==> src/rtl/arb_pkg.sv <==
// arb_pkg: shared constants, state encoding and types for the round-robin arbiter
package arb_pkg;
    localparam int N_REQ       = 4;
    localparam int TIMEOUT_DEF = 16;
    localparam logic [0:0] IDLE = 1'b0;
    localparam logic [0:0] BUSY = 1'b1;
    typedef logic [N_REQ-1:0]         req_t;
    typedef logic [$clog2(N_REQ)-1:0] idx_t;
endpackage

==> src/rtl/rr_priority_pick.sv <==
// rr_priority_pick: first set request at or after ptr, searching upward with wraparound
module rr_priority_pick
    import arb_pkg::*;
(
    input  req_t req,
    input  idx_t ptr,
    output idx_t idx,
    output logic any
);
    always_comb begin
        idx = ptr;
        for (int k = N_REQ - 1; k >= 0; k--) begin
            if (req[ptr + idx_t'(k)]) idx = ptr + idx_t'(k);
        end
    end
    assign any = |req;
endmodule

==> src/rtl/rr_arbiter.sv <==
// rr_arbiter: round-robin arbiter with registered one-hot grant and forced release on hold timeout
module rr_arbiter
    import arb_pkg::*;
#(
    parameter int N       = N_REQ,
    parameter int TIMEOUT = TIMEOUT_DEF
) (
    input  logic         clk,
    input  logic         rst_n,
    input  logic [N-1:0] req,
    input  logic         done,
    output logic [N-1:0] grant,
    output logic [1:0]   grant_idx,
    output logic         grant_valid,
    output logic         timeout
);
    localparam logic [7:0] CNT_MAX = 8'(TIMEOUT - 1);
    logic [0:0]   state_q, state_d;
    idx_t         ptr_q, ptr_d;
    logic [7:0]   cnt_q, cnt_d;
    logic [N-1:0] grant_q, grant_d;
    idx_t         idx_q, idx_d;
    logic         valid_q, valid_d;
    logic         timeout_q, timeout_d;
    idx_t         pick_idx;
    logic         pick_any;
    logic         rel_norm, rel_lim;
    rr_priority_pick u_pick (
        .req (req),
        .ptr (ptr_q),
        .idx (pick_idx),
        .any (pick_any)
    );
    assign rel_norm = done | ~req[idx_q];
    assign rel_lim  = cnt_q == CNT_MAX;
    always_comb begin
        state_d   = state_q;
        ptr_d     = ptr_q;
        cnt_d     = cnt_q;
        grant_d   = grant_q;
        idx_d     = idx_q;
        valid_d   = valid_q;
        timeout_d = 1'b0;
        if (state_q == IDLE) begin
            if (pick_any) begin
                state_d           = BUSY;
                grant_d           = '0;
                grant_d[pick_idx] = 1'b1;
                idx_d             = pick_idx;
                valid_d           = 1'b1;
                cnt_d             = '0;
            end
        end else if (rel_norm || rel_lim) begin
            state_d   = IDLE;
            grant_d   = '0;
            valid_d   = 1'b0;
            ptr_d     = idx_q + 2'd1;
            timeout_d = rel_lim & ~rel_norm;
        end else begin
            cnt_d = (cnt_q == 8'hFF) ? cnt_q : cnt_q + 8'd1;
        end
    end
    always_ff @(posedge clk or negedge rst_n) begin
        if (!rst_n) begin
            state_q   <= IDLE;
            ptr_q     <= '0;
            cnt_q     <= '0;
            grant_q   <= '0;
            idx_q     <= '0;
            valid_q   <= 1'b0;
            timeout_q <= 1'b0;
        end else begin
            state_q   <= state_d;
            ptr_q     <= ptr_d;
            cnt_q     <= cnt_d;
            grant_q   <= grant_d;
            idx_q     <= idx_d;
            valid_q   <= valid_d;
            timeout_q <= timeout_d;
        end
    end
    assign grant       = grant_q;
    assign grant_idx   = idx_q;
    assign grant_valid = valid_q;
    assign timeout     = timeout_q;
endmodule

==> config.mk <==
export PLATFORM = sky130hd
export DESIGN_NAME = rr_arbiter
export DESIGN_NICKNAME = d
export VERILOG_FILES = /design/src/rtl/arb_pkg.sv /design/src/rtl/rr_priority_pick.sv /design/src/rtl/rr_arbiter.sv
export SDC_FILE = /design/constraint.sdc
export NUM_CORES = 1
export LEC_CHECK = 0
export CORE_MARGIN = 2
export CORE_UTILIZATION = 45
export DETAILED_ROUTE_END_ITERATION = 10
export GPL_TIMING_DRIVEN = 0
export PLACE_DENSITY = 0.71
export SLEW_MARGIN = 20
export SYNTH_ARGS = -nofsm -noshare
export SYNTH_HDL_FRONTEND = slang
export SYNTH_SLANG_ARGS = --single-unit
export TNS_END_PERCENT = 10
==> constraint.sdc <==
create_clock -name clk -period 2.24 [get_ports clk]
set_clock_uncertainty 0.2 [all_clocks]
set_input_delay 0.448 -clock clk [delete_from_list [all_inputs] [get_ports clk]]
set_output_delay 0.448 -clock clk [all_outputs]
set_load 0.005 [all_outputs]
==> flow_summary_export.csv, run 1 <==
group,metric,value,unit
placed_design,preCtsSetupSlack,-0.283,ns
synthesis,synthAdderAreaFrac,1.23,%
route,drc,0,
worst_setup_path,path_cells,"clkdlybuf4s50_1, mux4_2, nand3b_2, buf_6, nor2_1, a311oi_1",
worst_setup_path,cp_max_fo,10,
sta,finalHoldViolations,0,
floorplanning,start_util,47.1,%
synthesis,synth-async-reset-ratio,100,%
route,drt_iter0_drc,14,
sta,tightest_slew,0.827,ns
clock_network,clk_path_buf_depth,2,
layout,final.fill_count,194,
global_route,gr-total-overflow,0,
clock_network,cts-root-buf,"clkbuf_4",
sta,hold_ws,0.328,ns
floorplanning,die_area,2670,µm²
sta,min_period,2.14,ns
route,drt-total-wl,2.03,mm
route,num_vias,846,
clock_network,path_clk_slew,0.10,ns
min_path,holdCritPathClass,"reg2reg",
power,powerDensity,1000,nW/µm²
floorplanning,rows,17,
synthesis,synth_top_family_by_area,"compound AO/OA/AOI/OAI gates",
worst_setup_path,worst-setup-path-type,"in2reg",
synthesis,ys_warn_count,0,
synthesis,synth-compound-area-share,23.4,%
sta,finalCritPeriodShare,95.4,%
worst_setup_path,cp-start-kind,"input pin",
floorplanning,core-area,2170,µm²
layout,final_layout_size_suffix_gt1_share,11.2,%
route,via_per_inst,5.88,
layout,nNetsFinal,125,
route,dr.pass1.iters,4,
worst_setup_path,cp.arrival,2.13,ns
clock_network,clock-sinks,19,
sta,slew_viol_final,0,
synthesis,syn_area,1020,µm²
floorplanning,die_w,51.6,µm
global_route,grt_pass1_vias,815,
placed_design,hpwl,1.52,mm
synthesis,synth_cell_types,42,
clock_network,numCtsBuffers,3,
synthesis,synth_cells,98,
flow_run,cap_violations,0,
worst_setup_path,critical-path-slowest-cell,"mux4_2",
synthesis,yosys_register_bits,19,
clock_network,htreeDepth,1,
global_route,antenna_found_initial,0,
synthesis,synthSimpleGateAreaFrac,21.0,%
worst_setup_path,path_delay_family,"buffers and inverters",
synthesis,synth_ff_type,"dfrtp_1",
placed_design,gp_congestion,0.846,
power,peakVddDrop,616,µV
worst_setup_path,cp.required,2.23,ns
clock_network,cts_tree,"built",
synthesis,ys_seq_area_share,46.6,%
sta,rsz0062_at_grt,"no",
run_status,status,"completed",
floorplanning,ios,15,
synthesis,synth_edf_count,0,
clock_network,insertion_delay,0.29,ns
global_route,track_usage,17.7,%
worst_setup_path,worst_setup_path_end_kind,"flop",
synthesis,avgSynthCellArea,10.4,µm²
sta,fin_ws,0.102,ns
route,wl_per_cell,14.1,µm
route,antenna_left,0,
global_route,grt_pass1_wl,3.51,mm
sta,setup_viol,0,
layout,area_growth,21.6,%
global_route,grt_max_degree,20,
power,p_leak,0.000544,µW
layout,antenna_cells,0,
worst_setup_path,path_buf_inv,2,
synthesis,muxShareOfSynthArea,4.29,%
synthesis,synthesis.nets,106,
floorplanning,die_h,51.6,µm
sta,fmax,468,MHz
placed_design,io_buffer_count,14,
sta,slew_headroom,44.7,%
synthesis,synth_xor_xnor_area_share,0.858,%
worst_setup_path,max_stage_delay,0.53,ns
## cell usage in the layout, fill, tap and decap left out, types with 4 or more instances in the layout
cell type and count:
clkdlybuf4s50_1 11, nor2b_1 4, o21ai_0 4, nand2_1 9, dfrtp_1 19, o31ai_1 4
a21oi_1 5
## final timing paths
path                          start  endpoint  slack [ns]  depth (start not counted)
min in group asynchronous     rst_n  cnt_q[7]        0.42                          1
max in group asynchronous     rst_n  cnt_q[3]        0.91                          1
max reg2reg                cnt_q[4]  ptr_q[1]        0.14                          4
min                        cnt_q[2]  cnt_q[2]        0.33                          1
max                          req[2]  cnt_q[3]        0.10                          6
min reg2reg                cnt_q[2]  cnt_q[2]        0.33                          1
## layer usage
metal	part of all wire, %	vias up	GRT usage (%)
met2	52	16	31.8
met1	44	408	20.4
li1	-	422	-
met5	0	-	0
met4	0	0	2.63
met3	4.3	0	6.32
## worst register-to-register path, cell delays in order (launching register included)
cell     delay [ns]
dfrtp_1        0.47
or4_4          0.58
nor2_1         0.18
o31a_2         0.24
mux2_1         0.33
## report_power, final
part	total, µW	internal [µW]	leakage, µW	switching [µW]
logic	538	284	0.000279	254
registers	537	438	0.000248	99.3
clock network	169	66.5	0.0000177	103
## through the flow
step	power, µW	setup TNS [ns]	instances	area (µm²)	utilization (%)
detailed placement	1080	-3.85	140	1200	55.1
global placement	1070	-3.31	140	1200	55.1
finish	1240	0	144	1240	57.2
global route	1360	0	144	1240	57.2
floorplan	870	0	98	1020	-
CTS	1260	0	144	1220	56.4
## cell type report
type | instances | area (µm²) | area share (%)
multi-input cells | 73 | 524 | 42.2
flip-flops and latches | 19 | 475 | 38.3
repair buffers | 14 | 148 | 11.9
well taps | 28 | 35.0 | 2.82
clock buffers | 3 | 22.5 | 1.81
plain buffers | 3 | 20.0 | 1.61
inverters | 3 | 11.3 | 0.907
clock inverters | 1 | 5.00 | 0.403
## cells in the mapped netlist (2+ instances only)
cell type / count / area share, %
dfrtp_1: 19 / 47
nand2_1: 9 / 3.3
a21oi_1: 5 / 2.5
nor2b_1: 4 / 2.5
o21ai_0: 4 / 2.0
o31ai_1: 4 / 2.9
and3_1: 3 / 1.8
inv_1: 3 / 1.1
nand3_1: 3 / 1.5
nor2_1: 3 / 1.1
nor3_1: 3 / 1.5
or4_1: 3 / 2.2
a22o_1: 2 / 1.7
a311oi_1: 2 / 1.7
and3b_1: 2 / 1.7
o22ai_1: 2 / 1.2
o32ai_1: 2 / 1.7
## flip-flops by register name, indices dropped and copies added (netlist names)
name / flops
cnt_q: 8
grant: 4
grant_idx: 2
grant_valid: 1
ptr_q: 2
state_q: 1
timeout: 1
## kinds of logic after synthesis
logic type | after synthesis
simple gates | 37
compound gates | 31
flops | 19
buf+inv | 6
mux | 3
xor+xnor | 1
fa+ha+maj | 1
## timing repair
item / CTS / global route
resized for setup: 0 / 5
setup endpoints to repair: 0 / 15
buffers inserted: 0 / 0
hold buffers: 0 / 0
Note: power is estimated with default switching activity, not from simulation.
==> inputs of run 2 (changes only) <==
--- a/config.mk
+++ b/config.mk
@@ -6,10 +6,11 @@
 export NUM_CORES = 1
 export LEC_CHECK = 0
 export CORE_MARGIN = 2
-export CORE_UTILIZATION = 45
+export CORE_UTILIZATION = 30
 export DETAILED_ROUTE_END_ITERATION = 10
+export GPL_ROUTABILITY_DRIVEN = 0
 export GPL_TIMING_DRIVEN = 0
-export PLACE_DENSITY = 0.71
+export PLACE_DENSITY = 0.52
 export SLEW_MARGIN = 20
 export SYNTH_ARGS = -nofsm -noshare
 export SYNTH_HDL_FRONTEND = slang
==> flow_summary_export.csv, run 2 (same netlist as run 1, synthesis figures left out) <==
group,metric,value,unit
run_status,status,"completed",
power,seq_power_share,43.1,%
route,via_per_inst,5.31,
floorplanning,rows,21,
worst_setup_path,worstReg2RegEnd,"ptr_q[1]",
placed_design,placed_area,1220,µm²
floorplanning,die_h,62.3,µm
sta,rsz0062_at_grt,"no",
layout,regMostFlops,"cnt_q",
sta,slew_viol_final,0,
power,peakVddDrop,548,µV
global_route,gr-total-overflow,0,
route,drt-total-wl,2.29,mm
layout,final_common_cell,"dfrtp_1",
worst_setup_path,reg2reg_depth,4,
layout,fin_area,1260,µm²
layout,area_growth,23.5,%
worst_setup_path,path_depth,4,
placed_design,io_buffer_count,14,
worst_setup_path,cp_max_fo,7,
clock_network,path_clk_slew,0.11,ns
floorplanning,die_w,62.3,µm
power,powerDensity,996,nW/µm²
min_path,holdCritPathClass,"reg2reg",
worst_setup_path,path_cells,"or4_4, nor2_1, o31a_2, mux2_1",
worst_setup_path,reg2reg_from,"cnt_q[4]",
layout,final_layout_size_suffix_gt1_share,10.3,%
route,wl_per_cell,14.1,µm
layout,final_cell_mix,"dfrtp_1, clkdlybuf4s50_1, nand2_1",
layout,nNetsFinal,125,
clock_network,clock-sinks,19,
sta,fmax,475,MHz
clock_network,cts_hold_buf,0,
worst_setup_path,cp.required,2.23,ns
placed_design,dp_cells,158,
layout,antenna_cells,0,
clock_network,cts-root-buf,"clkbuf_4",
layout,largest_register_ff_count,8,
sta,slew_headroom,42.2,%
worst_setup_path,ff2ff_setup_slack,0.13,ns
sta,setup_viol,0,
sta,finalCritPeriodShare,94.0,%
sta,min_period,2.11,ns
floorplanning,die_area,3890,µm²
layout,final.fill_count,364,
power,swShare,37.3,%
layout,final_util,38.1,%
power,power_frac_clock,14.2,%
route,antenna_left,0,
power,p_switching,468,µW
worst_setup_path,worst_setup_path_end_kind,"flop",
global_route,antenna_found_initial,0,
worst_setup_path,path_buf_inv,0,
global_route,grt_pass1_wl,4.15,mm
route,num_vias,861,
clock_network,htreeDepth,1,
global_route,grt_max_degree,20,
worst_setup_path,startpoint,"cnt_q[4]",
floorplanning,start_util,30.8,%
worst_setup_path,max_stage_delay,0.58,ns
worst_setup_path,cp-endpoint,"ptr_q[1]",
floorplanning,core-area,3310,µm²
min_path,hold_depth,1,
clock_network,insertion_delay,0.30,ns
clock_network,cts_setup_buffers,0,
route,drt_iter0_drc,33,
clock_network,numCtsBuffers,3,
worst_setup_path,cp-start-kind,"flop",
clock_network,cts_tree,"built",
worst_setup_path,cp.arrival,2.10,ns
route,dr.pass1.iters,4,
worst_setup_path,critical-path-slowest-cell,"or4_4",
route,drc,0,
clock_network,clk_path_buf_depth,2,
layout,final_cells,162,
floorplanning,ios,15,
sta,finalHoldViolations,0,
power,power_frac_comb,42.8,%
power,power,1260,µW
flow_run,cap_violations,0,
worst_setup_path,worst-setup-path-type,"reg2reg",
power,p_leak,0.000549,µW
placed_design,hpwl,1.65,mm
global_route,track_usage,13.4,%
worst_setup_path,path_delay_family,"simple AND/OR/NAND/NOR gates",
power,intPower,788,µW
global_route,grt_pass1_vias,891,
sta,tightest_slew,0.864,ns
-- run 2: changes by cell type in the layout (fill, tap and decap cells not counted) --
cell,before,now
clkdlybuf4s50_1,11,10
clkinv_2,1,0
dlymetal6s2s_1,3,4
buf_4,0,1
clkbuf_1,1,2
buf_6,1,0
-- run 2: timing repair --
item                                   in CTS  in global routing
endpoints found under the hold margin       0                  0
resized for setup                           0                  5
setup endpoints to repair                   0                 15
-- run 2: worst register-to-register path, cell delays in order, from the launching register on --
cell     delay, ns
dfrtp_1       0.47
or4_4         0.58
nor2_1        0.17
o31a_2        0.25
mux2_1        0.33
-- run 2: layout make-up --
class	instances	area [µm²]	share of cell area (%)
Buffer	3	16.3	1.29
Clock buffer	4	26.3	2.08
Inverter	3	11.3	0.893
Multi-Input combinational cell	73	524	41.6
Sequential cell	19	475	37.7
Tap cell	46	57.6	4.56
Timing Repair Buffer	14	150	11.9
-- run 2: how the worst min path moves through the flow --
stage	start	to
after floorplan	rst_n	cnt_q[0]
after global routing	cnt_q[2]	cnt_q[2]
final	cnt_q[2]	cnt_q[2]
after CTS	cnt_q[2]	cnt_q[2]
after detailed placement	cnt_q[2]	cnt_q[2]
after global placement	cnt_q[2]	cnt_q[2]
-- run 2: power groups by stage --
stage / Sequential [µW] / Combinational, µW / Clock (µW)
4_1_cts: 542 / 549 / 188
6_report: 541 / 537 / 178
5_1_grt: 564 / 610 / 201
3_3_place_gp: 544 / 541 / 0
3_5_place_dp: 545 / 549 / 0
2_1_floorplan: 529 / 341 / 0
-- run 2: per-layer routing --
layer	vias up	global-route usage [%]	share of wire [%]
met3	2	4.17	4.3
li1	416	-	-
met1	420	16.8	45
met5	-	0	0
met2	23	21.6	49
met4	0	5.56	1.1
-- run 2: stage by stage --
step / TNS [ns] / hold slack (ns) / setup WS [ns]
2_1_floorplan: 0 / -0.0476 / 0.284
3_3_place_gp: -3.65 / 0.305 / -0.279
3_5_place_dp: -4.25 / 0.308 / -0.321
4_1_cts: 0 / 0.323 / 0.00112
5_1_grt: 0 / 0.354 / 0.0830
6_report: 0 / 0.324 / 0.134
